### src/rtl/matmul_seq.sv
// matmul_seq: sequential matrix-product controller.
//
// Computes C = A x B for Ndata x Ndata unsigned matrices one element at a time.
// The block does no arithmetic itself. For each element it presents row i of A
// and column j of B to an external combinational scalar-product datapath. It
// then captures that datapath's result and streams it out with a valid/ready
// handshake in row-major order.
//
// Ports
//   clk        rising-edge clock
//   rst        asynchronous active-high reset
//   start      begin a product (sampled only in IDLE)
//   abort      synchronous cancel of the run in progress
//   A_mat      matrix A, row-major, element [r][k] at [(r*Ndata+k)*Nbits +: Nbits]
//   B_mat      matrix B, same packing
//   sp_a       row i of latched A to the datapath (element k in slot k)
//   sp_b       column j of latched B to the datapath (B[k][j] in slot k)
//   sp_out     datapath result, sum of sp_a[k]*sp_b[k] modulo 2^(2*Nbits)
//   res_valid  result valid
//   res_ready  consumer ready
//   res_data   C[res_row][res_col]
//   res_row    row index of res_data
//   res_col    column index of res_data
//   busy       high outside IDLE
//   done       one-cycle pulse after the last result is accepted
//
// state | meaning
// ------+---------------------------------------------------------------
// IDLE  | waiting for start; matrices are latched on the start edge
// ISSUE | operands for (i,j) on sp_a/sp_b; sp_out captured at the edge
// HOLD  | result presented; waits for res_ready, then steps (i,j)
// DONE  | done pulse for one cycle, then back to IDLE

module matmul_seq #(
  parameter int Ndata = 4,
  parameter int Nbits = 8,
  localparam int IW = (Ndata > 1) ? $clog2(Ndata) : 1,
  localparam int MW = Nbits * Ndata * Ndata,
  localparam int VW = Nbits * Ndata,
  localparam int DW = 2 * Nbits
) (
  input  logic          clk,
  input  logic          rst,
  input  logic          start,
  input  logic          abort,
  input  logic [MW-1:0] A_mat,
  input  logic [MW-1:0] B_mat,
  output logic [VW-1:0] sp_a,
  output logic [VW-1:0] sp_b,
  input  logic [DW-1:0] sp_out,
  output logic          res_valid,
  input  logic          res_ready,
  output logic [DW-1:0] res_data,
  output logic [IW-1:0] res_row,
  output logic [IW-1:0] res_col,
  output logic          busy,
  output logic          done
);

  localparam logic [1:0] S_IDLE  = 2'd0;
  localparam logic [1:0] S_ISSUE = 2'd1;
  localparam logic [1:0] S_HOLD  = 2'd2;
  localparam logic [1:0] S_DONE  = 2'd3;

  localparam logic [IW-1:0] LAST = IW'(Ndata - 1);

  logic [1:0]    state_q, state_d;
  logic [IW-1:0] i_q, i_d;
  logic [IW-1:0] j_q, j_d;
  logic [MW-1:0] a_q, a_d;
  logic [MW-1:0] b_q, b_d;
  logic          res_valid_q, res_valid_d;
  logic [DW-1:0] res_data_q, res_data_d;
  logic [IW-1:0] res_row_q, res_row_d;
  logic [IW-1:0] res_col_q, res_col_d;

  // Operand selection uses constant-index slices compared against the
  // counters, so no variable part-select arithmetic is needed.
  always_comb begin
    sp_a = '0;
    sp_b = '0;
    for (int r = 0; r < Ndata; r++) begin
      for (int k = 0; k < Ndata; k++) begin
        if (IW'(r) == i_q) begin
          sp_a[k*Nbits +: Nbits] = a_q[(r*Ndata + k)*Nbits +: Nbits];
        end
        if (IW'(r) == j_q) begin
          sp_b[k*Nbits +: Nbits] = b_q[(k*Ndata + r)*Nbits +: Nbits];
        end
      end
    end
  end

  always_comb begin
    state_d     = state_q;
    i_d         = i_q;
    j_d         = j_q;
    a_d         = a_q;
    b_d         = b_q;
    res_valid_d = res_valid_q;
    res_data_d  = res_data_q;
    res_row_d   = res_row_q;
    res_col_d   = res_col_q;

    case (state_q)
      S_IDLE: begin
        // abort is ignored here, so start wins when both are high.
        if (start) begin
          a_d     = A_mat;
          b_d     = B_mat;
          i_d     = '0;
          j_d     = '0;
          state_d = S_ISSUE;
        end
      end

      S_ISSUE: begin
        if (abort) begin
          res_valid_d = 1'b0;
          state_d     = S_IDLE;
        end else begin
          res_data_d  = sp_out;
          res_row_d   = i_q;
          res_col_d   = j_q;
          res_valid_d = 1'b1;
          state_d     = S_HOLD;
        end
      end

      S_HOLD: begin
        if (abort) begin
          res_valid_d = 1'b0;
          state_d     = S_IDLE;
        end else if (res_ready) begin
          res_valid_d = 1'b0;
          if ((i_q == LAST) && (j_q == LAST)) begin
            state_d = S_DONE;
          end else begin
            state_d = S_ISSUE;
            if (j_q == LAST) begin
              j_d = '0;
              i_d = i_q + 1'b1;
            end else begin
              j_d = j_q + 1'b1;
            end
          end
        end
      end

      S_DONE: begin
        res_valid_d = 1'b0;
        state_d     = S_IDLE;
      end

      default: begin
        res_valid_d = 1'b0;
        state_d     = S_IDLE;
      end
    endcase
  end

  always_ff @(posedge clk or posedge rst) begin
    if (rst) begin
      state_q     <= S_IDLE;
      i_q         <= '0;
      j_q         <= '0;
      a_q         <= '0;
      b_q         <= '0;
      res_valid_q <= 1'b0;
      res_data_q  <= '0;
      res_row_q   <= '0;
      res_col_q   <= '0;
    end else begin
      state_q     <= state_d;
      i_q         <= i_d;
      j_q         <= j_d;
      a_q         <= a_d;
      b_q         <= b_d;
      res_valid_q <= res_valid_d;
      res_data_q  <= res_data_d;
      res_row_q   <= res_row_d;
      res_col_q   <= res_col_d;
    end
  end

  assign res_valid = res_valid_q;
  assign res_data  = res_data_q;
  assign res_row   = res_row_q;
  assign res_col   = res_col_q;
  assign busy      = (state_q != S_IDLE);
  // An abort that lands in DONE suppresses the pulse for that cycle.
  assign done      = (state_q == S_DONE) && !abort;

endmodule

### config.mk
export PLATFORM = sky130hd
export DESIGN_NAME = matmul_seq
export DESIGN_NICKNAME = d
export VERILOG_FILES = /design/src/rtl/matmul_seq.sv
export SDC_FILE = /design/constraint.sdc
export NUM_CORES = 1
export LEC_CHECK = 0
export ABC_CLOCK_PERIOD_IN_PS = 15050
export BUFFER_PORTS_ARGS = -buffer_cell sky130_fd_sc_hd__buf_2
export CORE_MARGIN = 10
export CORE_UTILIZATION = 50
export DETAILED_ROUTE_END_ITERATION = 7
export PLACE_DENSITY = 0.87
export SETUP_SLACK_MARGIN = 0.1
export SLEW_MARGIN = 20
export SYNTH_ARGS = -nofsm -noshare
export SYNTH_HDL_FRONTEND = slang
export SYNTH_SLANG_ARGS = --single-unit
export TNS_END_PERCENT = 10
### constraint.sdc
create_clock -name clk -period 15.05 [get_ports clk]
set_clock_uncertainty 0.15 [all_clocks]
set_input_delay 4.515 -clock clk [delete_from_list [all_inputs] [get_ports clk]]
set_output_delay 4.515 -clock clk [all_outputs]
set_load 0.02 [all_outputs]
==> impl_metrics.py, run 1 <==
metrics = {
    "run_status": {
        "status": "complete, no violations",
    },
    "setup_path": {
        "reg2reg_from": "state_q[1]$_DFFE_PP0P_",
        "reg2regPathDepth": 4,
        "critPathKind": "in -> out",
        "crit_family": "buffers and inverters",
        "reg2reg_setup_slack_ns": 11.50,
        "crit_chain": "buf_2 -> inv_1 -> and3_1 -> buf_2",
        "cp-start-kind": "primary input",
        "rr_endpoint": "b_q[90]$_DFFE_PP0P_",
        "worst-path-buf-inv": 3,
        "crit_required_ns": 10.39,
        "worstPathArrival_ns": 5.09,
        "path_max_fanout": 4,
        "crit_path_frequent_cell": "buf_2",
        "crit_path_max_incr_delay_ns": 0.18,
        "critPathLaunch": "abort",
        "end_kind": "output pin",
        "cp_slowest_cell": "and3_1",
    },
    "drt": {
        "routed_via_density": 5.601,
        "wl_per_cell_um": 22.41,
        "drtIter0Drc": 441,
        "ant_nets": 0,
        "drc_errors": 0,
        "via_count": 9175,
        "firstDrtPassIters": 4,
        "routed_wl_um": 36710,
    },
    "floorplan": {
        "die-area_um2": 33770,
        "fp.coreArea_um2": 26210,
        "die_x_um": 183.8,
        "ios": 364,
        "start_util_pct": 51.16,
        "num_rows": 59,
        "dieHeight_um": 183.8,
    },
    "layout": {
        "drive_above_1_share_pct": 55.32,
        "n_fill_cell": 1893,
        "nets": 1559,
        "syn2layout_area_growth_pct": 21.81,
    },
    "cts": {
        "cts_tree": "yes",
        "htreeDepth": 1,
        "ctsHoldBuffers": 0,
        "cts_buffer_depth": 3,
        "clkTransAtPathRegs_ns": 0.06,
        "post_cts_buffers": 0,
        "cts_root_buf": "clkbuf_16",
        "clock_latency_ns": 0.55,
        "cts_buffers": 30,
        "cts_sinks": 283,
        "cts.repair.resized": 0,
    },
    "sta": {
        "drv_slew": 0,
        "fmax_ghz": 0.1025,
        "finalHoldViolCount": 0,
        "rsz0062_at_grt": "no",
        "period_minus_slack_ns": 9.758,
        "setup_viol": 0,
        "relSlewSlack_pct": 27.73,
        "finalCritPeriodShare_pct": 64.84,
        "fin_tns_setup_ns": 0,
        "worst_pin_slew_ns": 1.084,
    },
    "logic_synthesis": {
        "syn_nets": 1224,
        "syn-cell-area_um2": 13410,
        "syn_area_per_cell_um2": 14.29,
        "ys_async_sr_fraction_pct": 100.0,
        "synth.distinct_cells": 27,
        "seq_area_frac_synth_pct": 52.82,
        "synth_top_area_share_pct": 52.82,
        "synth_seq_cells": 283,
        "ys_top_cells_by_count": "283 x dfrtp_1, 196 x mux2_4, 80 x mux2_2",
        "synthFlopType": "dfrtp_1",
        "yosysMostFrequentCell": "dfrtp_1",
        "synthTopCellsByArea": "dfrtp_1 53%, mux2_4 22%, mux2_2 6.7%",
        "synth_edf_count": 0,
        "netlist.top_cell.by_area": "dfrtp_1",
        "postSynthCellCount": 938,
        "ys_warn_count": 0,
    },
    "global_route": {
        "grt_pass1_vias": 10030,
        "antenna_found_initial": 12,
        "track_usage_pct": 20.93,
        "grt_pass1_wl_um": 56590,
        "grt_overflow": 0,
        "grt_max_degree": 97,
    },
    "min_path": {
        "hold_path_depth": 1,
        "worstHoldEndpoint": "res_data[2]$_DFFE_PP0P_",
        "hp-class": "reg -> reg",
        "hp-start": "res_data[2]$_DFFE_PP0P_",
    },
    "power": {
        "p_leak_nw": 7.966,
        "p_per_area_nw_per_um2": 152.3,
        "vdd.ir_drop.worst_uv": 119.3,
        "design_power_total_mw": 2.487,
    },
    "placed_design": {
        "hpwl_um": 25310,
        "portBuffers": 363,
        "place.gp.congestion": 0.8379,
    },
    "job": {
        "maxCapViolations": 0,
    },
}
[placed cells by master (no fill, tap or decap), types with 4 or more instances in the layout]
cell       netlist  layout
buf_2            9     363
dfrtp_1        283     283
mux2_4         196     196
mux2_2          80      80
nand2_1         68      68
a221oi_1        63      63
nor2b_1         65      63
o31ai_1         63      63
clkbuf_16        0      31
buf_4            0      16
clkbuf_8         0      11
inv_1            9       8
diode_2          0       7
clkinv_2         0       7
mux2i_1          5       5
ha_1             9       5
clkbuf_1        44       5
a21oi_1          4       4
ha_2             0       4
[power breakdown]
part / leakage (nW) / switching, mW / internal, mW
Sequential: 3.32 / 0.118 / 0.953
Clock: 0.499 / 0.301 / 0.429
Combinational: 4.14 / 0.311 / 0.376
Total: 7.97 / 0.730 / 1.76
[state kept, by name, indices dropped and copies added (netlist names)]
| name | flops |
|---|---|
| a_q | 128 |
| b_q | 128 |
| res_data | 16 |
| i_q | 2 |
| j_q | 2 |
| res_col | 2 |
| res_row | 2 |
| state_q | 2 |
| res_valid | 1 |
[kinds of logic after synthesis]
kind of cell / synth area share [%]
flip-flops: 52.82
multiplexers: 29.04
buffers and inverters: 3.751
AND/OR/NAND/NOR: 5.562
adder cells (fa/ha/maj): 0.8399
AO/OA/AOI/OAI: 7.988
[how the worst max path moves through the flow]
stage	cells past startpoint	endpoint	slack [ns]
3_5_place_dp	4	done	5.35
6_report	4	done	5.29
5_1_grt	4	done	5.25
4_1_cts	4	done	5.28
3_3_place_gp	4	done	5.35
2_1_floorplan	1	a_q[0]$_DFFE_PP0P_	2.58
[routing by layer]
layer	vias up	part of all wire [%]	GRT usage, %
met5	-	0.15	0
li1	4090	-	-
met3	85	9.2	7.095
met4	8	3.0	7.145
met1	4600	40	25.37
met2	392	47	34.30
[worst register-to-register path, cell delays in order (launching register included)]
cell,delay [ns]
dfrtp_1,0.51
or3b_4,0.78
buf_4,0.64
buf_4,0.95
mux2_4,0.41
[stage by stage]
step	hold slack (ns)	instances	util [%]	cell area [um2]	worst slack (ns)
4_1_cts	0.3538	1631	62.25	16310	5.285
5_1_grt	0.3661	1635	62.29	16320	5.251
3_3_place_gp	0.3353	1576	58.48	15320	5.349
2_1_floorplan	0.3293	938	-	13410	2.578
6_report	0.3499	1638	62.32	16330	5.292
3_5_place_dp	0.3402	1576	58.48	15320	5.347
[final cells by class]
type                    instances  area, um2  area share, %
inverters                       9      41.29         0.2528
flip-flops and latches        283       7082          43.36
clock inverters                 8      43.79         0.2681
clock buffers                  47      945.9          5.792
multi-input cells             570       5846          35.79
well taps                     335      419.2          2.566
diodes                          7      17.52         0.1073
repair buffers                379       1937          11.86
Note: power is estimated with default switching activity, not from simulation.
==> inputs of run 2 (changes only) <==
--- a/config.mk
+++ b/config.mk
@@ -5,10 +5,11 @@
 export SDC_FILE = /design/constraint.sdc
 export NUM_CORES = 1
 export LEC_CHECK = 0
-export ABC_CLOCK_PERIOD_IN_PS = 15050
+export ABC_AREA = 1
+export ABC_CLOCK_PERIOD_IN_PS = 7900
 export BUFFER_PORTS_ARGS = -buffer_cell sky130_fd_sc_hd__buf_2
 export CORE_MARGIN = 10
-export CORE_UTILIZATION = 50
+export CORE_UTILIZATION = 48
 export DETAILED_ROUTE_END_ITERATION = 7
 export PLACE_DENSITY = 0.87
 export SETUP_SLACK_MARGIN = 0.1
==> constraint.sdc (replaced) <==
create_clock -name clk -period 7.9 [get_ports clk]
set_clock_uncertainty 0.15 [all_clocks]
set_input_delay 2.37 -clock clk [delete_from_list [all_inputs] [get_ports clk]]
set_output_delay 2.37 -clock clk [all_outputs]
set_load 0.02 [all_outputs]
==> run 2 against run 1 <==
Net effect:
- critical path depth increased by 3
- combinational power increased to 5.2 times the previous value
- via count increased by 12%
- die area increased by 5.3%
- area after synthesis increased by 1.8%
- global-route usage about the same
- first-iteration DRC count increased by 34%
- design area increased by 1.9%
- sequential cell count unchanged
==> impl_metrics.py, run 2 <==
metrics = {
    "drt": {
        "wl_per_cell_um": 19.92,
        "via_count": 10300,
        "routed_via_density": 5.299,
        "routed_wl_um": 38700,
        "firstDrtPassIters": 5,
        "drtIter0Drc": 589,
        "ant_nets": 0,
        "drc_errors": 0,
    },
    "power": {
        "p_switching_mw": 2.944,
        "swShare_pct": 38.46,
        "p_leak_nw": 8.728,
        "p_seq_share_pct": 33.9,
        "internal-power_mw": 4.711,
        "design_power_total_mw": 7.655,
        "p_per_area_nw_per_um2": 460.2,
        "pwr-share-comb_pct": 46.9,
        "pwr-share-clk_pct": 19.2,
        "vdd.ir_drop.worst_uv": 291.8,
    },
    "logic_synthesis": {
        "netlist.top_cell.by_area": "dfrtp_1",
        "ys_warn_count": 0,
        "synth_top_family_by_area": "multiplexers",
        "syn_nets": 1495,
        "yosysMostFrequentCell": "dfrtp_1",
        "synth_top_area_share_pct": 51.91,
        "synth_edf_count": 0,
        "synthTopCellsByArea": "dfrtp_1 52%, mux2_4 21%, nand2_1 5.5%",
        "seq_area_frac_synth_pct": 51.91,
        "synthFlopType": "dfrtp_1",
        "synth_seq_cells": 283,
        "synth.distinct_cells": 26,
        "synth-xor-area-share_pct": 0,
        "muxShareOfSynthArea_pct": 23.39,
        "synth_compound_area_share_pct": 7.630,
        "syn-cell-area_um2": 13640,
        "ys_top_cells_by_count": "283 x dfrtp_1, 199 x nand2_1, 193 x mux2_4",
        "yosys.area_share.simple_pct": 11.01,
        "synth_fa_ha_area_share_pct": 0.8254,
        "postSynthCellCount": 1209,
        "syn_area_per_cell_um2": 11.28,
        "ys_async_sr_fraction_pct": 100.0,
    },
    "sta": {
        "finalCritPeriodShare_pct": 72.46,
        "finalHoldViolCount": 0,
        "setup_viol": 0,
        "fmax_ghz": 0.1747,
        "setup_ws_ns": 2.175,
        "worst_pin_slew_ns": 1.098,
        "relSlewSlack_pct": 26.80,
        "rsz0062_at_grt": "no",
        "fin_tns_setup_ns": 0,
        "period_minus_slack_ns": 5.725,
        "drv_slew": 0,
    },
    "setup_path": {
        "critPathLaunch": "i_q[0]$_DFFE_PP0P_",
        "worstPathArrival_ns": 3.20,
        "critPathKind": "reg -> out",
        "cp-start-kind": "register",
        "reg2reg_from": "state_q[1]$_DFFE_PP0P_",
        "reg2reg_setup_slack_ns": 5.01,
        "end_kind": "output pin",
        "reg2regPathDepth": 4,
        "rr_endpoint": "b_q[26]$_DFFE_PP0P_",
        "path_max_fanout": 41,
        "crit_required_ns": 5.38,
    },
    "floorplan": {
        "num_rows": 61,
        "dieHeight_um": 188.6,
        "start_util_pct": 48.84,
        "die_x_um": 188.6,
        "fp.coreArea_um2": 27930,
        "die-area_um2": 35570,
        "ios": 364,
    },
    "layout": {
        "n_fill_cell": 2155,
        "drive_above_1_share_pct": 42.71,
        "nets": 1828,
        "layout_common_cells": "363 x buf_2, 283 x dfrtp_1, 199 x nand2_1",
        "fin_area_um2": 16630,
        "syn2layout_area_growth_pct": 21.93,
        "final_common_cell": "buf_2",
        "final_cell_count_no_fill": 1943,
    },
    "job": {
        "maxCapViolations": 0,
    },
    "placed_design": {
        "place.gp.congestion": 0.8541,
        "portBuffers": 363,
        "dpl.cell_count": 1887,
        "place_ws_ns": 2.497,
        "hpwl_um": 26990,
        "dpl_cell_area_um2": 15590,
    },
    "min_path": {
        "hold_path_depth": 2,
        "hp-start": "res_data[15]$_DFFE_PP0P_",
        "hp-class": "reg -> reg",
        "worstHoldEndpoint": "res_data[15]$_DFFE_PP0P_",
    },
    "global_route": {
        "antenna_found_initial": 6,
        "grt_max_degree": 158,
        "grt_pass1_vias": 11120,
        "grt_overflow": 0,
        "grt_pass1_wl_um": 61060,
        "track_usage_pct": 20.92,
    },
    "cts": {
        "cts_tree": "yes",
        "cts_buffer_depth": 3,
        "cts_sinks": 283,
        "cts_root_buf": "clkbuf_16",
        "htreeDepth": 1,
        "clkTransAtPathRegs_ns": 0.06,
        "clock_latency_ns": 0.55,
        "cts.repair.resized": 0,
        "cts_buffers": 31,
        "post_cts_buffers": 0,
        "ctsHoldBuffers": 0,
    },
    "run_status": {
        "status": "complete, no violations",
    },
}
run 2: changes by cell type after synthesis, moves of 49 or more:
cell      delta
a221oi_1    -63
nand3_1     +55
mux2_2      -54
o21ai_0     +49
nand2_1    +131
a21oi_1    +123
nor2_1      +87
o31ai_1     -63
nor2b_1     -65
run 2: worst max-delay path: stages (launching register included):
cell	delay [ns]
dfrtp_1	0.43
inv_1	0.12
ha_1	0.61
clkinv_1	0.47
buf_4	0.40
o211ai_1	0.36
nand2_1	0.08
buf_2	0.17
run 2: cell families (layout without fill, tap and decap cells):
| family | Yosys count | after routing |
|---|---|---|
| buf+inv | 136 | 491 |
| other cells | 0 | 1 |
| fa+ha+maj | 9 | 9 |
| simple gates | 364 | 364 |
| compound gates | 198 | 198 |
| mux | 219 | 219 |
| flops | 283 | 283 |
run 2: layout make-up:
cell class,count,area [um2],share of cell area [%]
diodes,1,2.502,0.01504
clock buffers,40,859.6,5.167
clock inverters,15,180.2,1.083
inverters,58,221.5,1.331
multi-input cells,790,5862,35.24
flip-flops and latches,283,7082,42.57
well taps,378,473.0,2.843
repair buffers,378,1954,11.75
run 2: through the flow:
stage / utilization [%] / hold WS, ns
floorplan: - / 0.3236
global placement: 55.82 / 0.2998
detailed placement: 55.82 / 0.3033
CTS: 59.54 / 0.3190
global route: 59.54 / 0.3346
finish: 59.55 / 0.3160
run 2: routing by layer:
metal | wire length, um | global-route usage [%] | up-vias
li1 | - | - | 4712
met1 | 15660 | 25.91 | 5002
met2 | 18210 | 34.40 | 472
met3 | 3544 | 6.259 | 100
met4 | 1219 | 6.654 | 10
met5 | 62 | 0 | -
run 2: worst max-delay path by stage:
stage	to	slack, ns
after floorplan	a_q[0]$_DFFE_PP0P_	1.63
after global placement	done	2.47
after detailed placement	done	2.50
after CTS	sp_b[25]	2.05
after global routing	sp_b[25]	1.94
final	sp_a[15]	2.18
run 2: power groups by stage:
stage                     registers, mW  logic [mW]  clock network (mW)
final                              2.59        3.59                1.47
after global routing               2.68        3.88                1.56
after CTS                          2.59        3.59                1.51
after detailed placement           2.59        3.55                   0
after global placement             2.55        3.46                   0
after floorplan                    2.53        2.63                   0
